==> src/rtl/aes_crypt_ctrl_if.sv <==
// Host-side stream bundle for the AES sequencer: key load, block request and response channels.
// The host drives the master modport and the sequencer sits on the slave modport.
interface aes_crypt_ctrl_if;
  logic         key_valid;
  logic         key_ready;
  logic [255:0] key_in;
  logic         keylen;
  logic         req_valid;
  logic         req_ready;
  logic         req_dec;
  logic [127:0] req_data;
  logic         rsp_valid;
  logic         rsp_ready;
  logic [127:0] rsp_data;
  logic         rsp_err;

  modport master (
    output key_valid, key_in, keylen, req_valid, req_dec, req_data, rsp_ready,
    input  key_ready, req_ready, rsp_valid, rsp_data, rsp_err
  );

  modport slave (
    input  key_valid, key_in, keylen, req_valid, req_dec, req_data, rsp_ready,
    output key_ready, req_ready, rsp_valid, rsp_data, rsp_err
  );
endinterface

==> src/rtl/aes_crypt_ctrl.sv <==
// Sequencer between a host valid/ready stream and the iterative AES key expansion,
// encipher and decipher blocks: one key load, then one block in flight at a time.
module aes_crypt_ctrl #(
  parameter int unsigned DEC_LAT = 12,
  parameter int unsigned TIMEOUT = 255
) (
  input  logic                 clk,
  input  logic                 rst_n,
  aes_crypt_ctrl_if.slave      host,
  output logic                 kx_init,
  output logic [255:0]         kx_key,
  output logic                 kx_keylen,
  output logic [3:0]           kx_round,
  input  logic                 kx_key_ready,
  output logic                 enc_next,
  output logic [127:0]         enc_plain,
  input  logic [3:0]           enc_round,
  input  logic [127:0]         enc_cipher,
  input  logic                 enc_ready,
  output logic                 dec_start,
  output logic [127:0]         dec_cipher,
  input  logic [3:0]           dec_round,
  input  logic [127:0]         dec_plain
);

  localparam int unsigned TW = (TIMEOUT < 2) ? 1 : $clog2(TIMEOUT + 1);
  localparam int unsigned CW = (DEC_LAT < 2) ? 1 : $clog2(DEC_LAT + 1);

  typedef enum logic [2:0] {
    S_NOKEY, S_KINIT, S_KWAIT, S_IDLE, S_ENC, S_DEC, S_RESP
  } state_t;

  state_t          state, state_d;
  logic            key_loaded, key_loaded_d;
  logic [TW-1:0]   timer, timer_d;
  logic [CW-1:0]   dec_cnt, dec_cnt_d;
  logic            enc_ready_q;

  logic            key_ready_d, req_ready_d, rsp_valid_d, rsp_err_d;
  logic [127:0]    rsp_data_d;
  logic            kx_init_d, kx_keylen_d, enc_next_d, dec_start_d;
  logic [255:0]    kx_key_d;
  logic [127:0]    enc_plain_d, dec_cipher_d;
  logic            key_hs, req_hs;

  // The round index belongs to the decipher only while it is running.
  assign kx_round = (state == S_DEC) ? dec_round : enc_round;

  // A simultaneous key load wins; the request stays pending.
  assign key_hs = host.key_valid && host.key_ready;
  assign req_hs = host.req_valid && host.req_ready && !host.key_valid;

  always_comb begin
    state_d      = state;
    key_loaded_d = key_loaded;
    timer_d      = timer;
    dec_cnt_d    = dec_cnt;
    rsp_data_d   = host.rsp_data;
    rsp_err_d    = host.rsp_err;
    kx_key_d     = kx_key;
    kx_keylen_d  = kx_keylen;
    enc_plain_d  = enc_plain;
    dec_cipher_d = dec_cipher;
    enc_next_d   = 1'b0;
    dec_start_d  = 1'b0;

    unique case (state)
      S_NOKEY, S_IDLE: begin
        if (key_hs) begin
          kx_key_d     = host.key_in;
          kx_keylen_d  = host.keylen;
          rsp_err_d    = 1'b0;
          key_loaded_d = 1'b0;
          state_d      = S_KINIT;
        end else if (state == S_IDLE && req_hs) begin
          timer_d = '0;
          if (host.req_dec) begin
            dec_cipher_d = host.req_data;
            dec_start_d  = 1'b1;
            dec_cnt_d    = CW'(DEC_LAT);
            state_d      = S_DEC;
          end else begin
            enc_plain_d = host.req_data;
            enc_next_d  = 1'b1;
            state_d     = S_ENC;
          end
        end
      end
      S_KINIT: begin
        timer_d = '0;
        state_d = S_KWAIT;
      end
      S_KWAIT: begin
        // timer==0 marks the first wait cycle, where kx_key_ready may still be stale.
        if (timer != '0 && kx_key_ready) begin
          key_loaded_d = 1'b1;
          state_d      = S_IDLE;
        end else if (timer == TW'(TIMEOUT)) begin
          rsp_err_d    = 1'b1;
          key_loaded_d = 1'b0;
          state_d      = S_NOKEY;
        end else begin
          timer_d = timer + TW'(1);
        end
      end
      S_ENC: begin
        if (enc_ready && !enc_ready_q) begin
          rsp_data_d = enc_cipher;
          state_d    = S_RESP;
        end else if (timer == TW'(TIMEOUT)) begin
          rsp_data_d = '0;
          rsp_err_d  = 1'b1;
          state_d    = S_RESP;
        end else begin
          timer_d = timer + TW'(1);
        end
      end
      S_DEC: begin
        if (dec_cnt == '0) begin
          rsp_data_d = dec_plain;
          state_d    = S_RESP;
        end else begin
          dec_cnt_d = dec_cnt - CW'(1);
        end
      end
      S_RESP: begin
        if (host.rsp_valid && host.rsp_ready) state_d = S_IDLE;
      end
      default: state_d = S_NOKEY;
    endcase

    key_ready_d = (state_d == S_NOKEY) || (state_d == S_IDLE);
    req_ready_d = (state_d == S_IDLE) && key_loaded_d;
    rsp_valid_d = (state_d == S_RESP);
    kx_init_d   = (state_d == S_KINIT);
  end

  always_ff @(posedge clk) begin
    if (!rst_n) begin
      state          <= S_NOKEY;
      key_loaded     <= 1'b0;
      timer          <= '0;
      dec_cnt        <= '0;
      enc_ready_q    <= 1'b0;
      host.key_ready <= 1'b0;
      host.req_ready <= 1'b0;
      host.rsp_valid <= 1'b0;
      host.rsp_data  <= '0;
      host.rsp_err   <= 1'b0;
      kx_init        <= 1'b0;
      kx_key         <= '0;
      kx_keylen      <= 1'b0;
      enc_next       <= 1'b0;
      enc_plain      <= '0;
      dec_start      <= 1'b0;
      dec_cipher     <= '0;
    end else begin
      state          <= state_d;
      key_loaded     <= key_loaded_d;
      timer          <= timer_d;
      dec_cnt        <= dec_cnt_d;
      enc_ready_q    <= enc_ready;
      host.key_ready <= key_ready_d;
      host.req_ready <= req_ready_d;
      host.rsp_valid <= rsp_valid_d;
      host.rsp_data  <= rsp_data_d;
      host.rsp_err   <= rsp_err_d;
      kx_init        <= kx_init_d;
      kx_key         <= kx_key_d;
      kx_keylen      <= kx_keylen_d;
      enc_next       <= enc_next_d;
      enc_plain      <= enc_plain_d;
      dec_start      <= dec_start_d;
      dec_cipher     <= dec_cipher_d;
    end
  end

endmodule

==> src/flat_wrapper.sv <==
// flat-port wrapper written by rule: the top's interface ports become plain ports
module aes_crypt_ctrl_flat 
#(
  parameter int unsigned DEC_LAT = 12,
  parameter int unsigned TIMEOUT = 255
)
  (clk, rst_n, kx_init, kx_key, kx_keylen, kx_round, kx_key_ready, enc_next, enc_plain, enc_round, enc_cipher, enc_ready, dec_start, dec_cipher, dec_round, dec_plain, host_key_valid, host_key_in, host_keylen, host_req_valid, host_req_dec, host_req_data, host_rsp_ready, host_key_ready, host_req_ready, host_rsp_valid, host_rsp_data, host_rsp_err);
  aes_crypt_ctrl_if host_i ();
  input  logic clk;
  input  logic rst_n;
  output logic kx_init;
  output logic [255:0] kx_key;
  output logic kx_keylen;
  output logic [3:0] kx_round;
  input  logic kx_key_ready;
  output logic enc_next;
  output logic [127:0] enc_plain;
  input  logic [3:0] enc_round;
  input  logic [127:0] enc_cipher;
  input  logic enc_ready;
  output logic dec_start;
  output logic [127:0] dec_cipher;
  input  logic [3:0] dec_round;
  input  logic [127:0] dec_plain;
  input wire logic [$bits(host_i.key_valid)-1:0] host_key_valid;
  input wire logic [$bits(host_i.key_in)-1:0] host_key_in;
  input wire logic [$bits(host_i.keylen)-1:0] host_keylen;
  input wire logic [$bits(host_i.req_valid)-1:0] host_req_valid;
  input wire logic [$bits(host_i.req_dec)-1:0] host_req_dec;
  input wire logic [$bits(host_i.req_data)-1:0] host_req_data;
  input wire logic [$bits(host_i.rsp_ready)-1:0] host_rsp_ready;
  output wire logic [$bits(host_i.key_ready)-1:0] host_key_ready;
  output wire logic [$bits(host_i.req_ready)-1:0] host_req_ready;
  output wire logic [$bits(host_i.rsp_valid)-1:0] host_rsp_valid;
  output wire logic [$bits(host_i.rsp_data)-1:0] host_rsp_data;
  output wire logic [$bits(host_i.rsp_err)-1:0] host_rsp_err;
  assign host_i.key_valid = host_key_valid;
  assign host_i.key_in = host_key_in;
  assign host_i.keylen = host_keylen;
  assign host_i.req_valid = host_req_valid;
  assign host_i.req_dec = host_req_dec;
  assign host_i.req_data = host_req_data;
  assign host_i.rsp_ready = host_rsp_ready;
  assign host_key_ready = host_i.key_ready;
  assign host_req_ready = host_i.req_ready;
  assign host_rsp_valid = host_i.rsp_valid;
  assign host_rsp_data = host_i.rsp_data;
  assign host_rsp_err = host_i.rsp_err;
  aes_crypt_ctrl #(.DEC_LAT(DEC_LAT), .TIMEOUT(TIMEOUT)) u_core (.clk(clk), .rst_n(rst_n), .host(host_i), .kx_init(kx_init), .kx_key(kx_key), .kx_keylen(kx_keylen), .kx_round(kx_round), .kx_key_ready(kx_key_ready), .enc_next(enc_next), .enc_plain(enc_plain), .enc_round(enc_round), .enc_cipher(enc_cipher), .enc_ready(enc_ready), .dec_start(dec_start), .dec_cipher(dec_cipher), .dec_round(dec_round), .dec_plain(dec_plain));
endmodule
==> config.mk <==
export PLATFORM = sky130hd
export DESIGN_NAME = aes_crypt_ctrl_flat
export DESIGN_NICKNAME = d
export VERILOG_FILES = /design/src/rtl/aes_crypt_ctrl_if.sv /design/src/rtl/aes_crypt_ctrl.sv /design/src/flat_wrapper.sv
export SDC_FILE = /design/constraint.sdc
export NUM_CORES = 1
export LEC_CHECK = 0
export CAP_MARGIN = 20
export CORE_AREA = 5 5 500 502
export CTS_BUF_LIST = sky130_fd_sc_hd__clkbuf_16
export CTS_CLUSTER_SIZE = 16
export DETAILED_ROUTE_END_ITERATION = 10
export DIE_AREA = 0 0 505 507
export GPL_TIMING_DRIVEN = 0
export HOLD_SLACK_MARGIN = 0.1
export PLACE_DENSITY_LB_ADDON = 0.12
export SYNTH_ARGS = -nofsm -noshare
export SYNTH_HDL_FRONTEND = slang
export SYNTH_SLANG_ARGS = --single-unit
==> constraint.sdc <==
create_clock -name clk -period 2.2 [get_ports clk]
set_input_delay 0.33 -clock clk [delete_from_list [all_inputs] [get_ports clk]]
set_output_delay 0.33 -clock clk [all_outputs]
set_load 0.02 [all_outputs]
# After elaboration in Yosys (flattened, before gate mapping)
# Cells that the tools add are included.
[classes]
muxes = 37
bitwise_logic = 5
addsub = 2
n_eq_ne = 19
n_reduce_logical = 28
[ops]
columns = ["op", "n"]
rows = [
  ["$mux 128", 3],
  ["$pmux 128 s2", 1],
  ["$mux 8", 5],
  ["$pmux 8 s4", 1],
  ["$mux 3", 8],
  ["$mux 4", 5],
  ["$pmux 3 s6", 1],
  ["$eq 3x3->1 const B", 4],
  ["$ne 2x2->1 const B", 6],
  ["$reduce_and 4->1", 3],
  ["$mux 1", 10],
  ["$reduce_and 5->1", 2],
  ["$eq 3x2->1 const B", 3],
  ["$add 8x1->8 const B", 1],
  ["$eq 8x8->1 const B", 1],
  ["$logic_and 1x1->1", 8],
  ["$pmux 4 s2", 1],
  ["$reduce_bool 8->1", 1],
  ["$eq 3x1->1 const B", 2],
  ["$logic_not 3->1", 2],
  ["$not 1->1", 5],
  ["$logic_not 4->1", 1],
  ["$ne 2x1->1 const B", 2],
  ["$reduce_bool 2->1", 2],
  ["other kinds (12)", 13],
]
[totals]
reg_bits = 665
out_inout_bits = 652
word_cells = 108
in_bits = 657

# Logic depth before layout (Yosys ltp)
# Gate-level depths: netlist of the first run.
[logic_depth]
ltp_word = 8
depth_mapped = 9
mapped_depth_nobuf = 7

# Worst setup path after synthesis of the first run
# No wires, ideal clock.
[synth_timing]
path_kind = "register to register"
startpoint = "register u_core.dec_cnt[0]"
endpoint = "register u_core.host.rsp_data[0]"
stages_incl_launch_ff = 10
required_ps = 2068
n_path_buf = 2
t_arrival_ps = 1846
setup_ps = 132
slack_ps = 222
synth_period_minus_slack_ps = 1978
path_cell_list = "dfxtp_1 > inv_1 > ha_1 > nor3b_2 > nor2_1 > a2111o_1 > clkbuf_1 > clkbuf_1 > nand2_1 > a21oi_1"
[synth_between]
elab_chain_len = 3
[synth_rtl]
columns = ["element", "line", "source"]
rows = [
  ["start: declaration", "aes_crypt_ctrl.sv:36", "logic [CW-1:0] dec_cnt, dec_cnt_d;"],
  ["start signal: assignment", "aes_crypt_ctrl.sv:161", "dec_cnt <= dec_cnt_d;"],
  ["$logic_not 4->1", "aes_crypt_ctrl.sv:119", "if (dec_cnt == '0) begin"],
  ["$ne 2x2->1 (no line)", "-", ""],
  ["$reduce_and 3->1 (no line)", "-", ""],
  ["end signal: assignment", "aes_crypt_ctrl.sv:166", "host.rsp_data <= rsp_data_d;"],
  ["end: declaration", "aes_crypt_ctrl_if.sv:24", "output key_ready, req_ready, rsp_valid, rsp_data, rsp_err"],
]
# Every way passes these cells.
# A chain may end at the register's enable or synchronous reset.

# Worst setup path in the final report of the first run
[layout_timing]
startpoint = "register u_core.state[0]"
endpoint = "output kx_round[3]"
[layout_between]
elab_chain_len = 2
[layout_rtl]
columns = ["element", "line", "source"]
rows = [
  ["start: declaration", "aes_crypt_ctrl.sv:33", "state_t state, state_d;"],
  ["start signal: assignment", "aes_crypt_ctrl.sv:158", "state <= state_d;"],
  ["$eq 3x3->1", "aes_crypt_ctrl.sv:47", "assign kx_round = (state == S_DEC) ? dec_round : enc_round;"],
  ["$mux 4", "aes_crypt_ctrl.sv:47", ""],
  ["end: declaration", "flat_wrapper.sv:14", "output logic [3:0] kx_round;"],
]
# Every way passes these cells.

==> flow_summary.json, run 1 <==
{
  "power.ir.vdd_worst_mv": 0.663,
  "hold_depth": 3,
  "htreeDepth": 3,
  "path_max_fanout": 10,
  "yosysWarnings": 0,
  "finalCriticalPeriod_ns": 2.33,
  "hold_path.startpoint": "host_key_in[226]",
  "grt_antenna_before_repair": 56,
  "tritoncts.num_buffers": 96,
  "dp_cells": 7788,
  "flip_flop_cell_with_the_highest_count_after_synthesis": "dfxtp_1",
  "yosysSeqAreaShare": 0.533,
  "report.final.slew_viol_count": 0,
  "ant_nets": 0,
  "start_kind": "flip-flop",
  "syn_avg_cell_area_um2": 7.69,
  "timing.final.ws_setup_ns": -0.126,
  "timing.critical_path.to_type": "primary output",
  "worstRegToRegCells": 11,
  "global_route.overflow_total": 0,
  "clock_tree_from_tritoncts": "yes",
  "synth_top_area_share": 0.533,
  "drt-vias-per-instance": 3.56,
  "final_cell_count_no_fill": 8287,
  "setup.worst_path.class": "reg2out",
  "route.detailed.drc": 0,
  "cap_violations": 0,
  "static_leak_nw": 18.5,
  "post-synth-top-area-cell": "dfxtp_1",
  "drt_first_pass_iters": 5,
  "ctsRootBufferMaster": "clkbuf_16",
  "die_area_mm2": 0.256,
  "finalNetCount": 5623,
  "p_sw_frac": 0.304,
  "cellInternalPower_w": 0.0239,
  "global_route_wire_length_before_repair_um": 275000,
  "max_freq_ghz": 0.430,
  "vias": 29500,
  "share_comb_of_total_power": 0.178,
  "hold_slack_ns": 0.196,
  "area.growth.synth_to_final_pct": 102,
  "place_hpwl_um": 166000,
  "netlist_instances": 3250,
  "grt_setup_unrepaired": "true",
  "synth_async_sr_flop_share": 0,
  "synth_area_leaders": "dfxtp_1, nand2_1, a21oi_1",
  "routed_wire_length_per_instance_um": 24.9,
  "clock_tree.buffer_depth": 3,
  "pwr_density_cell_mw_per_mm2": 681,
  "r2r-end": "u_core.host.rsp_data[74]$_SDFFE_PN0P_",
  "start_util": 0.102,
  "timing.reg2reg.setup_slack_ns": -0.08,
  "hold_viol_final": 0,
  "ioPinCount": 1309,
  "ys_seq_elements": 665,
  "worstMarginPinSlew_ns": 1.07,
  "worstHoldEndpoint": "u_core.kx_key[226]$_SDFFE_PN0P_",
  "synth.most_common_cell": "nand2_1",
  "crit_required_ns": 1.87,
  "core_area_mm2": 0.245,
  "grt_start_max_net_pins": 17,
  "switchingPower_w": 0.0105,
  "synth_top_cells_by_count": "nand2_1, dfxtp_1, a21oi_1",
  "status": "finished with violations",
  "cts.clk_slew.worst_paths_ns": 0.06,
  "detail_route.wirelength_um": 207000,
  "multi_input_area_mm2": 0.0117,
  "synth_cell_type_count": 54,
  "first_iter_violations": 1330,
  "ff_latch_area_mm2": 0.0133,
  "finalSetupTns_ns": -3.28,
  "rr_startpoint": "u_core.timer[0]$_SDFFE_PN0P_",
  "fin_crit_sh": 1.06,
  "synth-edff-count": 0,
  "clkSinkCount": 665,
  "place.port_buffers": 1308,
  "grtUsageTotal": 0.154,
  "chipHeight_um": 507,
  "rows": 182,
  "timing.final.setup_violations": 58,
  "number_of_global_route_vias_before_repair": 30700,
  "finalClockSkew_ns": 0.0818,
  "power.share.sequential": 0.374,
  "gp_congestion": 0.825,
  "hold_path_class": "in2reg",
  "num-fill-cells": 27300,
  "arrival_ns": 2.00,
  "mappedNetlistArea_mm2": 0.0250,
  "p_clk_frac": 0.448,
  "drive_above_1_share": 0.122,
  "max-slew-margin-rel": 0.285,
  "die_width_um": 505,
  "insertion_delay_ns": 0.76,
  "violations": "negative setup slack",
  "syn-num-nets": 3910
}
[cells by family (layout without fill, tap and decap cells)]
group	after synthesis	in the layout	share of synthesized area
xor gates and xnor gates	1	1	0.000351
AOI/OAI and AO/OA	811	812	0.180
and+or+nand+nor	1497	1497	0.238
buffers and inverters	273	2060	0.0473
adders and majority gates	3	3	0.00150
DFF	665	665	0.533
other	0	29	0
[flip-flops by register name (all words and copies together) (netlist names), 3 cells and up]
register,cells
u_core.kx_key,256
u_core.host.rsp_data,128
u_core.state,3
u_core.dec_cipher,128
u_core.timer,8
u_core.enc_plain,128
u_core.dec_cnt,4
[per-stage QoR]
step | power [W] | worst slack (ns) | cell area [um^2] | utilization
after floorplan | 0.0151 | 0.222 | 25000 | -
after global placement | 0.0189 | -1.92 | 42100 | 0.172
after detailed placement | 0.0189 | -1.69 | 42300 | 0.173
after CTS | 0.0352 | -0.319 | 49400 | 0.202
after global routing | 0.0360 | -0.278 | 50400 | 0.206
final | 0.0344 | -0.126 | 50400 | 0.206
[how the worst max path moves through the flow]
stage	endpoint	cells past startpoint	start	slack, ns
2_1_floorplan	u_core.host.rsp_data[0]$_SDFFE_PN0P_	9	u_core.dec_cnt[0]$_SDFFE_PN0P_	0.22
3_3_place_gp	kx_round[3]	7	u_core.state[1]$_SDFF_PN0_	-1.92
3_5_place_dp	u_core.enc_plain[30]$_SDFFE_PN0P_	8	host_key_valid	-1.69
4_1_cts	kx_round[3]	7	u_core.state[1]$_SDFF_PN0_	-0.32
5_1_grt	kx_round[3]	6	u_core.state[0]$_SDFF_PN0_	-0.28
6_report	kx_round[3]	6	u_core.state[0]$_SDFF_PN0_	-0.13
[cells in the final DEF (no fill, tap or decap), drive strengths merged, types with 3 or more instances in the layout]
cell,count
nor2,10
ha,3
clkdlybuf4s15,8
nor3b,4
o21ai,5
clkbuf,304
nor2b,5
nor4,5
or2,4
a21o,128
nand3,134
dlygate4sd2,237
dfxtp,665
dlymetal6s2s,38
buf,128
inv,41
dlygate4sd3,235
and2,7
nor3,9
nand2b,4
clkinv,41
nand2,1304
clkdlybuf4s50,1020
o21a,6
a31o,4
a21oi,650
diode,29
bufinv,6
[metal layers]
metal  GRT usage  vias up  share of wire
li1            -    14200              -
met3      0.0706      251          0.098
met2       0.267     1093           0.48
met5           0        -         0.0014
met4      0.0460       46          0.031
met1       0.168    13900           0.39
[power groups by stage]
| stage | logic, W | clock network, W | registers, W |
|---|---|---|---|
| 5_1_grt | 0.00659 | 0.0165 | 0.0129 |
| 4_1_cts | 0.00625 | 0.0161 | 0.0129 |
| 3_3_place_gp | 0.00578 | 0 | 0.0131 |
| 2_1_floorplan | 0.00146 | 0 | 0.0136 |
| 3_5_place_dp | 0.00581 | 0 | 0.0131 |
| 6_report | 0.00613 | 0.0154 | 0.0129 |
[area by class of cell]
| class | count | share of cell area |
|---|---|---|
| clock buffers | 96 | 0.0476 |
| plain buffers | 259 | 0.0364 |
| diodes | 29 | 0.00144 |
| well taps | 3220 | 0.0799 |
| multi-input cells | 2313 | 0.232 |
| flip-flops and latches | 665 | 0.264 |
| clock inverters | 77 | 0.0123 |
| inverters | 12 | 0.000893 |
| repair buffers | 1616 | 0.325 |
[repair_timing]
action | CTS | global route
cloned | 20 | 5
resized for setup | 658 | 321
pin swaps | 129 | 73
setup buffers | 35 | 10
hold buffers | 235 | 0
hold endpoints to repair | 278 | 0
endpoints found under the setup margin | 885 | 414
[worst max-delay path, cell delays in order (launching register included)]
cell and delay, ns:
dfxtp_2 0.36, buf_4 0.19, and3b_2 0.28, clkbuf_16 0.20, nand2_4 0.06, nand2_4 0.08, buf_6 0.13
(Power assumes the default switching activity.)
==> inputs of run 2 (changes only) <==
ABC_AREA = 0   (was not set)
GPL_TIMING_DRIVEN = 1   (was 0)
==> run 2 against run 1 <==
The flow still finishes with violations (negative setup slack). Design area decreased by 2.9%. Highest routed layer unchanged. Final cell count decreased by 1.8%. Critical path depth unchanged. Worst setup slack improved by 0.075 ns. Core utilization decreased by 0.61 points. Total power decreased by 0.89%. Maximum frequency increased by 3.3%. Clock skew decreased by 0.041 ns.
==> flow_summary.json, run 2 (synthesis gave the netlist of run 1 again) <==
{
  "status": "finished with violations",
  "violations": "negative setup slack",
  "drt_first_pass_iters": 5,
  "timing.critical_path.slowest_stage_cell": "and3b_4",
  "drive_above_1_share": 0.0895,
  "worstRegToRegCells": 9,
  "timing.critical_path.to_type": "primary output",
  "finalClockSkew_ns": 0.0408,
  "number_of_global_route_vias_before_repair": 29500,
  "grt_antenna_before_repair": 73,
  "critPathCapture": "kx_round[2]",
  "rows": 182,
  "worst_path_largest_cell_delay_ns": 0.36,
  "global_route_wire_length_before_repair_um": 247000,
  "regMostFlops": "u_core.kx_key",
  "rr_startpoint": "u_core.timer[1]$_SDFFE_PN0P_",
  "pwr_density_cell_mw_per_mm2": 696,
  "critPathTopFamily": "simple AND/OR/NAND/NOR gates",
  "route.detailed.drc": 0,
  "ctsRootBufferMaster": "clkbuf_16",
  "hold_path.startpoint": "host_key_in[25]",
  "grt_start_max_net_pins": 100,
  "timing.critical_path.depth": 6,
  "fin_crit_sh": 1.02,
  "largest_reg_flops": 256,
  "setup.worst_path.class": "reg2out",
  "start_point_of_the_critical_path": "u_core.state[1]$_SDFF_PN0_",
  "cts.clk_slew.worst_paths_ns": 0.06,
  "hold_slack_ns": 0.208,
  "worstMarginPinSlew_ns": 0.636,
  "dp_cells": 7723,
  "layout.cells.most_common_list": "nand2_1, clkdlybuf4s50_1, dfxtp_1",
  "die_width_um": 505,
  "final_cell_count_no_fill": 8139,
  "vias": 28700,
  "timing.final.ws_setup_ns": -0.0510,
  "static_leak_nw": 17.3,
  "r2r-end": "u_core.host.rsp_data[83]$_SDFFE_PN0P_",
  "cap_violations": 0,
  "clkSinkCount": 665,
  "htreeDepth": 3,
  "hold_path_class": "in2reg",
  "start_kind": "flip-flop",
  "report.final.slew_viol_count": 0,
  "finalSetupTns_ns": -0.174,
  "start_util": 0.102,
  "routed_wire_length_per_instance_um": 22.9,
  "critical_path_buf_inv_count": 3,
  "area.growth.synth_to_final_pct": 95.9,
  "core_area_mm2": 0.245,
  "detail_route.wirelength_um": 186000,
  "gp_congestion": 0.796,
  "clock_tree_from_tritoncts": "yes",
  "max_freq_ghz": 0.444,
  "path_max_fanout": 4,
  "mostFrequentLayoutCell": "nand2_1",
  "timing.reg2reg.setup_slack_ns": 0.04,
  "ant_nets": 0,
  "finalNetCount": 5477,
  "post-place-ws_ns": -0.227,
  "total_power_w": 0.0341,
  "drt-vias-per-instance": 3.53,
  "crit_required_ns": 1.87,
  "grtUsageTotal": 0.136,
  "timing.final.setup_violations": 4,
  "global_route.overflow_total": 0,
  "chipHeight_um": 507,
  "finalCriticalPeriod_ns": 2.25,
  "arrival_ns": 1.92,
  "place.port_buffers": 1308,
  "ioPinCount": 1309,
  "max-slew-margin-rel": 0.575,
  "insertion_delay_ns": 0.72,
  "num-fill-cells": 27400,
  "tritoncts.num_buffers": 95,
  "clock_tree.buffer_depth": 3,
  "grt_setup_unrepaired": "true",
  "first_iter_violations": 1334,
  "die_area_mm2": 0.256,
  "place_hpwl_um": 144000,
  "crit_path_cell_trace": "and3b_4, buf_12, buf_12, nand2_2, nand2_2, buf_6",
  "hold_viol_final": 0,
  "power.ir.vdd_worst_mv": 0.585
}
-- run 2: cell types whose count changed in the layout (fill, tap and decap cells not counted), sizes merged, moves of 5 or more --
cell and delta:
clkinv +5, dlymetal6s2s -25, clkbuf -193, dlygate4sd3 -56, diode -6, clkdlybuf4s15 -7, buf +106, dlygate4sd2 -67
clkdlybuf4s50 +99
-- run 2: routing by layer --
layer	GRT usage	wire, um	share of wire
met1	0.147	71700	0.39
met5	0	357	0.0019
met2	0.225	86800	0.47
met4	0.0437	5880	0.032
met3	0.0743	21500	0.12
-- run 2: worst min-delay path: cells and delay by family --
family                 cells  cell delay (ns)
buffers and inverters      1             0.41
AND/OR/NAND/NOR            1             0.08
AO/OA/AOI/OAI              1             0.05
-- run 2: repair_timing --
action	in CTS	in global routing
hold buffers	179	0
setup endpoints to repair	238	243
resized for setup	218	71
pin swaps	2	20
hold endpoints to repair	208	0
gates cloned	2	19
buffers inserted	10	10
-- run 2: worst min-delay path by stage --
stage,slack [ns],depth (start not counted),endpoint
finish,0.21,3,u_core.kx_key[25]$_SDFFE_PN0P_
global route,0.14,3,u_core.kx_key[65]$_SDFFE_PN0P_
CTS,0.10,3,u_core.enc_plain[5]$_SDFFE_PN0P_
detailed placement,0.44,2,u_core.host.rsp_data[99]$_SDFFE_PN0P_
global placement,0.44,2,u_core.host.rsp_data[104]$_SDFFE_PN0P_
floorplan,0.45,1,u_core.enc_ready_q$_SDFF_PN0_
-- run 2: layout make-up --
class	instances	area (um^2)	area share
diodes	23	57.6	0.00118
clock inverters	80	582	0.0119
inverters	12	52.6	0.00107
multi-input cells	2312	10700	0.219
repair buffers	1731	17800	0.363
well taps	3220	4030	0.0823
clock buffers	96	2400	0.0491
flip-flops and latches	665	13300	0.272
-- run 2: report_power, final --
part | leakage (nW) | switching, W | internal, W
registers | 5.38 | 0.000273 | 0.0126
clock network | 1.53 | 0.00660 | 0.00852
logic | 10.4 | 0.00321 | 0.00290
total | 17.3 | 0.0101 | 0.0240
-- run 2: metrics by stage --
step / cell area [um^2] / utilization
floorplan: 25000 / -
global placement: 43300 / 0.177
detailed placement: 43300 / 0.177
CTS: 48200 / 0.197
global route: 48900 / 0.200
finish: 49000 / 0.200
==> inputs of run 3 (changes only) <==
CTS_BUF_LIST = not set   (was sky130_fd_sc_hd__clkbuf_16)
DONT_BUFFER_PORTS = 1   (was not set)
==> run 3 against run 2 <==
The flow still finishes with violations (negative setup slack). Combinational power is 35% lower. Total power is 3.5% lower. Sequential share of layout area is 5.4 points higher. Wire length is 7.4% lower. Critical path depth unchanged.
==> flow_summary.json, run 3 (synthesis gave the netlist of run 1 again) <==
{
  "ff_latch_area_mm2": 0.0133,
  "worstHoldEndpoint": "u_core.key_loaded$_SDFF_PN0_",
  "ctsRootBufferMaster": "clkbuf_16",
  "timing.final.ws_setup_ns": -0.105,
  "layout.cells.most_common_list": "nand2_1, dfxtp_1, dlygate4sd3_1",
  "worstRegToRegCells": 9,
  "max-slew-margin-rel": 0.436,
  "r2r-end": "u_core.host.rsp_data[123]$_SDFFE_PN0P_",
  "multi_input_area_mm2": 0.0109,
  "ant_nets": 0,
  "mostFrequentLayoutCell": "nand2_1",
  "global_route_wire_length_before_repair_um": 227000,
  "finalCriticalPeriod_ns": 2.31,
  "hold_depth": 4,
  "rr_startpoint": "u_core.timer[0]$_SDFFE_PN0P_",
  "setup.worst_path.class": "reg2out",
  "regMostFlops": "u_core.kx_key",
  "report.final.slew_viol_count": 0,
  "power.ir.vdd_worst_mv": 0.509,
  "cap_violations": 0,
  "pwr_density_cell_mw_per_mm2": 806,
  "rows": 182,
  "global_route.overflow_total": 0,
  "drt-vias-per-instance": 3.56,
  "die_width_um": 505,
  "start_util": 0.102,
  "clkSinkCount": 665,
  "htreeDepth": 3,
  "routed_wire_length_per_instance_um": 23.7,
  "arrival_ns": 1.98,
  "tritoncts.num_buffers": 89,
  "post-place-ws_ns": -0.0142,
  "ioPinCount": 1309,
  "gp_congestion": 0.887,
  "timing.reg2reg.setup_slack_ns": 0.04,
  "cts.clk_slew.worst_paths_ns": 0.06,
  "worstMarginPinSlew_ns": 0.843,
  "worst_path_largest_cell_delay_ns": 0.36,
  "insertion_delay_ns": 0.71,
  "finalNetCount": 4633,
  "grt_start_max_net_pins": 93,
  "max_freq_ghz": 0.434,
  "crit_path_cell_trace": "buf_6, and3b_4, buf_12, nand2_4, nand2_4, buf_6",
  "path_max_fanout": 5,
  "crit_required_ns": 1.87,
  "die_area_mm2": 0.256,
  "grt_setup_unrepaired": "true",
  "clock_tree_from_tritoncts": "yes",
  "largest_reg_flops": 256,
  "finalClockSkew_ns": 0.0372,
  "hold_path_class": "in2reg",
  "detail_route.wirelength_um": 172000,
  "hold_slack_ns": 0.236,
  "timing.final.setup_violations": 4,
  "clock_tree.buffer_depth": 3,
  "num-fill-cells": 27800,
  "vias": 25900,
  "place.port_buffers": 0,
  "place_hpwl_um": 133000,
  "number_of_global_route_vias_before_repair": 25900,
  "violations": "negative setup slack",
  "fin_crit_sh": 1.05,
  "timing.critical_path.to_type": "primary output",
  "timing.critical_path.slowest_stage_cell": "dfxtp_4",
  "grtUsageTotal": 0.125,
  "chipHeight_um": 507,
  "core_area_mm2": 0.245,
  "hold_path.startpoint": "kx_key_ready",
  "area.growth.synth_to_final_pct": 63.2,
  "grt_antenna_before_repair": 31,
  "status": "finished with violations",
  "drt_first_pass_iters": 5,
  "hold_viol_final": 0,
  "start_kind": "flip-flop",
  "first_iter_violations": 1563,
  "static_leak_nw": 13.4,
  "drive_above_1_share": 0.119,
  "route.detailed.drc": 0
}
-- run 3: changes by cell type in the layout (fill, tap and decap cells not counted), moves of 6 or more --
cell,before,now
buf_6,13,20
inv_1,32,10
a21oi_1,632,596
clkbuf_8,0,21
dlymetal6s2s_1,13,0
clkbuf_16,111,103
dlygate4sd2_1,170,0
clkbuf_1,0,23
dlygate4sd3_1,179,647
clkdlybuf4s50_1,1119,0
clkinv_1,27,0
a21oi_2,17,51
buf_12,63,55
buf_16,8,2
-- run 3: what timing repair did --
action | 4_1_cts | 5_1_grt
endpoints found under the setup margin | 17 | 134
pin swaps | 5 | 41
buffers inserted | 8 | 14
hold endpoints to repair | 661 | 0
hold buffers | 647 | 0
resized for setup | 27 | 108
gates cloned | 2 | 17
-- run 3: report_power, final --
part | switching [W] | total, W | internal, W
registers | 0.00115 | 0.0137 | 0.0126
clock network | 0.00628 | 0.0151 | 0.00887
logic | 0.00227 | 0.00400 | 0.00173
-- run 3: worst max-delay path by stage --
stage	startpoint	endpoint	cells after the start
floorplan	u_core.dec_cnt[0]$_SDFFE_PN0P_	u_core.host.rsp_data[0]$_SDFFE_PN0P_	9
global route	u_core.state[1]$_SDFF_PN0_	kx_round[1]	6
global placement	u_core.state[0]$_SDFF_PN0_	u_core.host.rsp_data[37]$_SDFFE_PN0P_	7
CTS	u_core.state[1]$_SDFF_PN0_	kx_round[0]	6
detailed placement	u_core.timer[1]$_SDFFE_PN0P_	u_core.host.rsp_data[103]$_SDFFE_PN0P_	8
finish	u_core.state[1]$_SDFF_PN0_	kx_round[0]	6
-- run 3: critical path, delay by kind of cell, from the launching register on --
kind / cells / cell delay (ns)
and+or+nand+nor: 3 / 0.49
DFF: 1 / 0.36
buffers and inverters: 3 / 0.40
-- run 3: per-stage QoR --
step                power [W]  utilization  instance area [um^2]  cells  setup TNS, ns
detailed placement     0.0168        0.123                 30100   6415        -0.0232
global placement       0.0169        0.123                 30100   6415              0
CTS                    0.0337        0.162                 39800   7231         -0.812
floorplan              0.0151            -                 25000   3250              0
finish                 0.0329        0.167                 40800   7284         -0.264
global route           0.0343        0.167                 40800   7275          -2.37
-- run 3: metal layers --
layer | track usage | up-vias | part of all wire
met5 | 0 | - | 0.00038
met4 | 0.0388 | 10 | 0.029
met3 | 0.0670 | 195 | 0.12
met2 | 0.210 | 1155 | 0.48
met1 | 0.134 | 12400 | 0.37
li1 | - | 12100 | -
-- run 3: area by class of cell --
class,instances,area share
sequential,665,0.327
multi-input combinational,2312,0.268
timing repair buffer,893,0.232
tap,3220,0.0988
clock buffer,133,0.0638
clock inverter,26,0.00841
antenna,23,0.00141
inverter,12,0.00129
